==> src/rtl/frame_stream.sv <==
// rtl/frame_stream.sv - frame BRAM to FFT AXI-stream streamer with hop, drop and tlast-error accounting; optional macro BARTLETT_WINDOW_EN
module frame_stream #(
    parameter int ADDR_W   = 12,
    parameter int SAMPLE_W = 14,
    parameter int CPLX_W   = 16,
    parameter int HOP_LOG2 = 0,
    parameter int CNT_W    = 8
) (
    input  logic                  clk,
    input  logic                  reset_n,
    input  logic [ADDR_W-1:0]     head,
    input  logic                  start,
    output logic [ADDR_W-1:0]     addr,
    input  logic [SAMPLE_W-1:0]   data,
    output logic [2*CPLX_W-1:0]   frame_tdata,
    output logic                  frame_tvalid,
    input  logic                  frame_tready,
    output logic                  frame_tlast,
    input  logic                  last_missing,
    output logic                  busy,
    output logic                  frame_dropped,
    output logic [CNT_W-1:0]      drop_count,
    output logic [CNT_W-1:0]      tlast_err_count
);

    localparam int N     = 1 << ADDR_W;
    localparam int HOP_W = (HOP_LOG2 > 0) ? HOP_LOG2 : 1;
`ifdef BARTLETT_WINDOW_EN
    localparam int DEPTH = 3;
`else
    localparam int DEPTH = 2;
`endif
    localparam logic [ADDR_W:0] K_LAST = (ADDR_W+1)'(N - 1);

    typedef enum logic {S_IDLE, S_STREAM} state_t;

    state_t                 state, state_nxt;
    logic [HOP_W-1:0]       hop_cnt;
    logic                   trigger;
    logic [ADDR_W-1:0]      base;
    logic [ADDR_W:0]        k;
    logic                   issue;
    logic                   pop;
    logic                   push;
    logic                   rd_pend;
    logic                   rd_pend_last;
    logic [1:0]             inflight;
    logic [2:0]             occ;
    logic signed [SAMPLE_W-1:0] sample_s;
    logic signed [CPLX_W-1:0]   push_real;
    logic                   push_last;

    // Four physical slots with free-running 2-bit pointers; occupancy is
    // capped at DEPTH by the issue rule, so the pointers never collide.
    logic [CPLX_W:0]        fifo_mem [4];
    logic [1:0]             rd_ptr, wr_ptr, count;
    logic [CPLX_W:0]        head_word;

`ifdef BARTLETT_WINDOW_EN
    logic [ADDR_W-1:0]              rd_pend_k;
    logic [ADDR_W-1:0]              w_fold;
    logic [ADDR_W-1:0]              win;
    logic signed [SAMPLE_W+ADDR_W:0] win_prod;
    logic signed [SAMPLE_W+ADDR_W:0] win_shift;
    logic                           s2_valid;
    logic                           s2_last;
    logic signed [CPLX_W-1:0]       s2_real;
`endif

    // Launch qualifier: every start when HOP_LOG2 is 0, else the last start of each hop.
    always_comb begin
        trigger = start && ((HOP_LOG2 == 0) || (&hop_cnt));
    end

    // Hop counter, free-running modulo 2^HOP_LOG2 on start pulses.
    always_ff @(posedge clk) begin
        if (!reset_n) begin
            hop_cnt <= '0;
        end else if (start && (HOP_LOG2 != 0)) begin
            hop_cnt <= hop_cnt + 1'b1;
        end
    end

    // State register.
    always_ff @(posedge clk) begin
        if (!reset_n) begin
            state <= S_IDLE;
        end else begin
            state <= state_nxt;
        end
    end

    // Next state: launch on trigger, return to idle when the tlast word is taken.
    always_comb begin
        state_nxt = state;
        case (state)
            S_IDLE:   if (trigger) state_nxt = S_STREAM;
            S_STREAM: if (pop && frame_tlast) state_nxt = S_IDLE;
            default:  state_nxt = S_IDLE;
        endcase
    end

    // Read issue: keep reads in flight plus buffered words (after this cycle's pop) below DEPTH.
    always_comb begin
`ifdef BARTLETT_WINDOW_EN
        inflight = {1'b0, rd_pend} + {1'b0, s2_valid};
`else
        inflight = {1'b0, rd_pend};
`endif
        pop   = frame_tvalid && frame_tready;
        occ   = {1'b0, inflight} + {1'b0, count} - {2'b00, pop};
        issue = (state == S_STREAM) && !k[ADDR_W] && (occ < 3'(DEPTH));
        addr  = base + k[ADDR_W-1:0];
    end

    // Frame base/index and the one-cycle BRAM read pipeline tag.
    always_ff @(posedge clk) begin
        if (!reset_n) begin
            base         <= '0;
            k            <= '0;
            rd_pend      <= 1'b0;
            rd_pend_last <= 1'b0;
        end else begin
            rd_pend      <= issue;
            rd_pend_last <= issue && (k == K_LAST);
            if ((state == S_IDLE) && trigger) begin
                // head has just advanced with this write, so head+1 is the oldest sample.
                base <= head + 1'b1;
                k    <= '0;
            end else if (issue) begin
                k <= k + 1'b1;
            end
        end
    end

    // Offset-binary to two's complement: flipping the MSB recentres the sample at zero.
    always_comb begin
        sample_s = {~data[SAMPLE_W-1], data[SAMPLE_W-2:0]};
`ifdef BARTLETT_WINDOW_EN
        w_fold    = rd_pend_k[ADDR_W-1] ? ~rd_pend_k : rd_pend_k;
        win       = {w_fold[ADDR_W-2:0], 1'b0};
        win_prod  = sample_s * $signed({1'b0, win});
        win_shift = win_prod >>> ADDR_W;
        push      = s2_valid;
        push_real = s2_real;
        push_last = s2_last;
`else
        push      = rd_pend;
        push_real = CPLX_W'(sample_s);
        push_last = rd_pend_last;
`endif
    end

`ifdef BARTLETT_WINDOW_EN
    // Window stage: hold the sample index alongside the read, then register the weighted sample.
    always_ff @(posedge clk) begin
        if (!reset_n) begin
            rd_pend_k <= '0;
            s2_valid  <= 1'b0;
            s2_last   <= 1'b0;
            s2_real   <= '0;
        end else begin
            if (issue) rd_pend_k <= k[ADDR_W-1:0];
            s2_valid <= rd_pend;
            s2_last  <= rd_pend_last;
            s2_real  <= CPLX_W'(win_shift);
        end
    end
`endif

    // Skid buffer storage; entries are only meaningful while counted as occupied.
    always_ff @(posedge clk) begin
        if (push) fifo_mem[wr_ptr] <= {push_last, push_real};
    end

    // Skid buffer pointers and occupancy.
    always_ff @(posedge clk) begin
        if (!reset_n) begin
            rd_ptr <= '0;
            wr_ptr <= '0;
            count  <= '0;
        end else begin
            if (push) wr_ptr <= wr_ptr + 1'b1;
            if (pop)  rd_ptr <= rd_ptr + 1'b1;
            count <= count + {1'b0, push} - {1'b0, pop};
        end
    end

    // Stream outputs come straight from the buffer head, so they hold while stalled.
    always_comb begin
        head_word    = fifo_mem[rd_ptr];
        frame_tvalid = (count != 2'd0);
        frame_tlast  = frame_tvalid && head_word[CPLX_W];
        frame_tdata  = frame_tvalid ? {{CPLX_W{1'b0}}, head_word[CPLX_W-1:0]} : '0;
        busy         = (state == S_STREAM);
    end

    // Drop and tlast-error accounting with saturating counters.
    always_ff @(posedge clk) begin
        if (!reset_n) begin
            frame_dropped   <= 1'b0;
            drop_count      <= '0;
            tlast_err_count <= '0;
        end else begin
            frame_dropped <= trigger && (state != S_IDLE);
            if (trigger && (state != S_IDLE) && (drop_count != {CNT_W{1'b1}})) begin
                drop_count <= drop_count + 1'b1;
            end
            if (last_missing && (tlast_err_count != {CNT_W{1'b1}})) begin
                tlast_err_count <= tlast_err_count + 1'b1;
            end
        end
    end

endmodule
==> config.mk <==
export PLATFORM = sky130hd
export DESIGN_NAME = frame_stream
export DESIGN_NICKNAME = d
export VERILOG_FILES = /design/src/rtl/frame_stream.sv
export SDC_FILE = /design/constraint.sdc
export NUM_CORES = 1
export LEC_CHECK = 0
export CAP_MARGIN = 10
export CORE_UTILIZATION = 47
export CTS_CLUSTER_SIZE = 8
export DETAILED_ROUTE_END_ITERATION = 8
export PLACE_DENSITY = 0.82
export SYNTH_ARGS = -nofsm -noshare
export SYNTH_HDL_FRONTEND = slang
export SYNTH_SLANG_ARGS = --single-unit
==> constraint.sdc <==
create_clock -name clk -period 2.5 [get_ports clk]
set_clock_uncertainty 0.2 [all_clocks]
set_input_delay 0.625 -clock clk [delete_from_list [all_inputs] [get_ports clk]]
set_output_delay 0.625 -clock clk [all_outputs]
set_load 0.005 [all_outputs]
==> results.sh, run 1 <==
export IMPL_final_area_mm2=0.007821
export IMPL_highest_layer="met4"
export IMPL_synth_edf_count=60
export IMPL_grt_pass1_wl_mm=19.78
export IMPL_worst_path_buf_inv=2
export IMPL_synth_distinct_cells=45
export IMPL_powerDensity_mw_per_mm2=647.0
export IMPL_viasPerCell=5.123
export IMPL_core_mm2=0.01084
export IMPL_clockRootBuffer="clkbuf_8"
export IMPL_path_class="register to primary output"
export IMPL_hold_buffers=0
export IMPL_die_height_um=107.3
export IMPL_clk_path_buf_depth=2
export IMPL_relSlewSlack_pct=62.04
export IMPL_setup_viol=27
export IMPL_crit_family="compound AO/OA/AOI/OAI gates"
export IMPL_vias=3878
export IMPL_finalCritPeriodShare_pct=138.4
export IMPL_antenna_found_initial=0
export IMPL_min_path_type="register to register"
export IMPL_tightest_slew_ns=0.5657
export IMPL_drc=0
export IMPL_fin_crit_ns=3.459
export IMPL_ys_ff_latch=113
export IMPL_final_common_cell="buf_4"
export IMPL_cts_made_buffers=17
export IMPL_finalNetCount=657
export IMPL_io_buffer_count=78
export IMPL_worstSetupStartpointType="register"
export IMPL_violations="setup timing"
export IMPL_die_area_mm2=0.01151
export IMPL_crit_chain="ha_4 > fa_2 > a211oi_2 > o21ai_2 > buf_6 > a2111oi_4 > or3_4 > xnor2_2 > buf_2"
export IMPL_synth_flop_cell="edfxtp_1"
export IMPL_ios=95
export IMPL_grt_remaining_overflow=0
export IMPL_clk_latency_ns=0.51
export IMPL_hold_end="push_last"
export IMPL_status="finished, violations left"
export IMPL_cp_max_fo=2
export IMPL_routed_wl_mm=12.75
export IMPL_routedWlPerCell_um=16.84
export IMPL_drive_gt1_share_pct=38.57
export IMPL_final_cell_mix="64 x buf_4, 60 x edfxtp_1, 48 x nor2_1, 48 x clkdlybuf4s50_1, 41 x dfxtp_1"
export IMPL_grt_max_degree=24
export IMPL_met3_length_um=585
export IMPL_ys_warn_count=0
export IMPL_gr_usage_all_layers_pct=23.02
export IMPL_reg2reg_depth=10
export IMPL_synth_area_mm2=0.005211
export IMPL_crit_slowest_cell="fa_2"
export IMPL_p_leak_nw=3.062
export IMPL_first_pass_iters=4
export IMPL_cts_tree="yes"
export IMPL_antenna_cells=0
export IMPL_first_iter_violations=180
export IMPL_placed_area_mm2=0.006523
export IMPL_wl_met1_mm=5.087
export IMPL_syn_avg_cell_area_um2=12.20
export IMPL_maxCapViolCount=0
export IMPL_async_reset_ff_share_pct=0
export IMPL_fmax_mhz=289.1
export IMPL_wl_met2_mm=6.856
export IMPL_start_util_pct=48.07
export IMPL_hp_start="k[12]"
export IMPL_netlist_instances=427
export IMPL_htree_levels=4
export IMPL_rsz0062_at_grt="true"
export IMPL_timing_rr_start="count[1]"
export IMPL_ys_seq_area_share_pct=54.93
export IMPL_slew_viol_final=0
export IMPL_setup_slack_ns=-0.9589
export IMPL_finalPower_mw=5.060
export IMPL_vdd_drop_max_v=0.0005109
export IMPL_arrival_ns=2.63
export IMPL_slowest_delay_ns=0.36
export IMPL_finalHoldViolCount=0
export IMPL_first_global_vias=4095
export IMPL_r2r_slack_ns=0.10
export IMPL_globalplace_congestion=0.8518
export IMPL_ant_nets=0
export IMPL_fillCellCount=689
export IMPL_clock_sinks=113
export IMPL_hold_depth=1
export IMPL_cp_required_ns=1.67
export IMPL_worst_setup_path_end_kind="primary output"
export IMPL_die_w_um=107.3
export IMPL_rows=38
export IMPL_hpwl_mm=7.509
export IMPL_syn2layout_area_growth_pct=50.08
export IMPL_clkTransAtPathRegs_ns=0.06
export IMPL_worstReg2RegEnd="k[9]"
[worst max path at each step]
| stage | endpoint | slack [ns] | from | cells past startpoint |
|---|---|---|---|---|
| floorplan | addr[10] | -0.08 | k[0] | 7 |
| global placement | addr[10] | -0.69 | base[0] | 8 |
| detailed placement | addr[10] | -0.75 | base[0] | 8 |
| CTS | addr[10] | -0.94 | base[0] | 9 |
| global route | addr[10] | -1.03 | k[0] | 9 |
| finish | addr[10] | -0.96 | k[0] | 9 |
[worst reg2reg max path, cell delays in order, from the launching register on]
cell and delay (ns):
dfxtp_2 0.34, buf_6 0.10, nand3_4 0.06, o21ai_2 0.07, ha_2 0.20, fa_2 0.51
nor4_4 0.35, buf_4 0.18, nand3_2 0.07, xor2_1 0.17, nor2_1 0.05
[cells in the mapped netlist, drive strengths merged, types with 7 or more instances]
cell,count,area share (%)
edfxtp,60,35
dfxtp,53,20
nor2,48,3.5
xnor2,29,4.9
and2,24,2.9
buf,22,2.9
ha,20,4.8
nand3,19,1.9
xor2,19,3.2
mux4,15,6.5
inv,14,1.0
nand2,14,1.0
a211oi,10,1.4
a21oi,10,0.96
o21ai,10,0.96
nand4,9,1.1
clkbuf,7,0.50
[flip-flops by register name, indices dropped and copies added, names as in the netlist, named ones only]
name             cells
fifo_mem            60
push_last            1
tlast_err_count      8
busy                 1
frame_dropped        1
k                   13
wr_ptr               2
rd_ptr               2
drop_count           8
count                2
base                12
push                 1
[metrics by stage]
step                setup WS, ns  instances  hold WS [ns]  util [%]  TNS, ns
finish                   -0.9589        757        0.2450     72.15   -11.59
global route              -1.026        757        0.2749     72.15   -13.46
CTS                      -0.9364        747        0.2524     70.60   -12.37
detailed placement       -0.7534        684        0.2395     60.17   -12.12
global placement         -0.6853        684        0.2338     60.17   -10.80
floorplan               -0.07591        442        0.2208         -  -0.1253
[what timing repair did]
action,in CTS,in global routing
pin swaps,42,30
resized for setup,185,41
gates cloned,1,0
setup buffers,30,17
setup endpoints to repair,40,34
[final cells by class]
cell class	count	area [um^2]	area share (%)
multi-input cells	286	2514	32.14
clock buffers	17	414.1	5.295
clock inverters	15	183.9	2.352
inverters	14	52.55	0.6719
well taps	140	175.2	2.240
flip-flops and latches	113	2883	36.86
repair buffers	172	1599	20.44
[cells by family (layout without fill, tap and decap cells)]
| family | Yosys count | after routing | synth area share (%) |
|---|---|---|---|
| flip-flops | 113 | 113 | 54.93 |
| multiplexers | 20 | 20 | 7.443 |
| AO/OA/AOI/OAI | 42 | 42 | 5.378 |
| other | 1 | 16 | 0.07196 |
| AND/OR/NAND/NOR | 138 | 138 | 14.09 |
| buffers and inverters | 43 | 218 | 4.442 |
| XOR/XNOR | 48 | 48 | 8.067 |
| adder cells (fa/ha/maj) | 22 | 22 | 5.570 |
[routing by layer]
layer | GRT usage [%] | up-vias
li1 | - | 1858
met1 | 24.74 | 1888
met2 | 42.90 | 112
met3 | 6.053 | 20
met4 | 8.708 | 0
met5 | 0 | -
[report_power, final]
| group | total (mW) | switching, mW | internal (mW) | leakage [nW] |
|---|---|---|---|---|
| Sequential | 2.05 | 0.0376 | 2.01 | 0.978 |
| Clock | 2.42 | 0.891 | 1.53 | 0.287 |
| Combinational | 0.595 | 0.259 | 0.336 | 1.80 |
(Power assumes the default switching activity.)
==> inputs of run 2 (changes only) <==
--- a/config.mk
+++ b/config.mk
@@ -10,6 +10,7 @@
 export CTS_CLUSTER_SIZE = 8
 export DETAILED_ROUTE_END_ITERATION = 8
 export PLACE_DENSITY = 0.82
+export SLEW_MARGIN = 20
 export SYNTH_ARGS = -nofsm -noshare
 export SYNTH_HDL_FRONTEND = slang
 export SYNTH_SLANG_ARGS = --single-unit
==> results of run 2 <==
The final DEF is identical to that of run 1; final timing and power are the same.
==> inputs of run 3 (changes only) <==
--- a/config.mk
+++ b/config.mk
@@ -7,6 +7,7 @@
 export LEC_CHECK = 0
 export CAP_MARGIN = 10
 export CORE_UTILIZATION = 47
+export CTS_CLUSTER_DIAMETER = 30
 export CTS_CLUSTER_SIZE = 8
 export DETAILED_ROUTE_END_ITERATION = 8
 export PLACE_DENSITY = 0.82
==> results of run 3 <==
The final DEF is identical to that of run 1; final timing and power are the same.
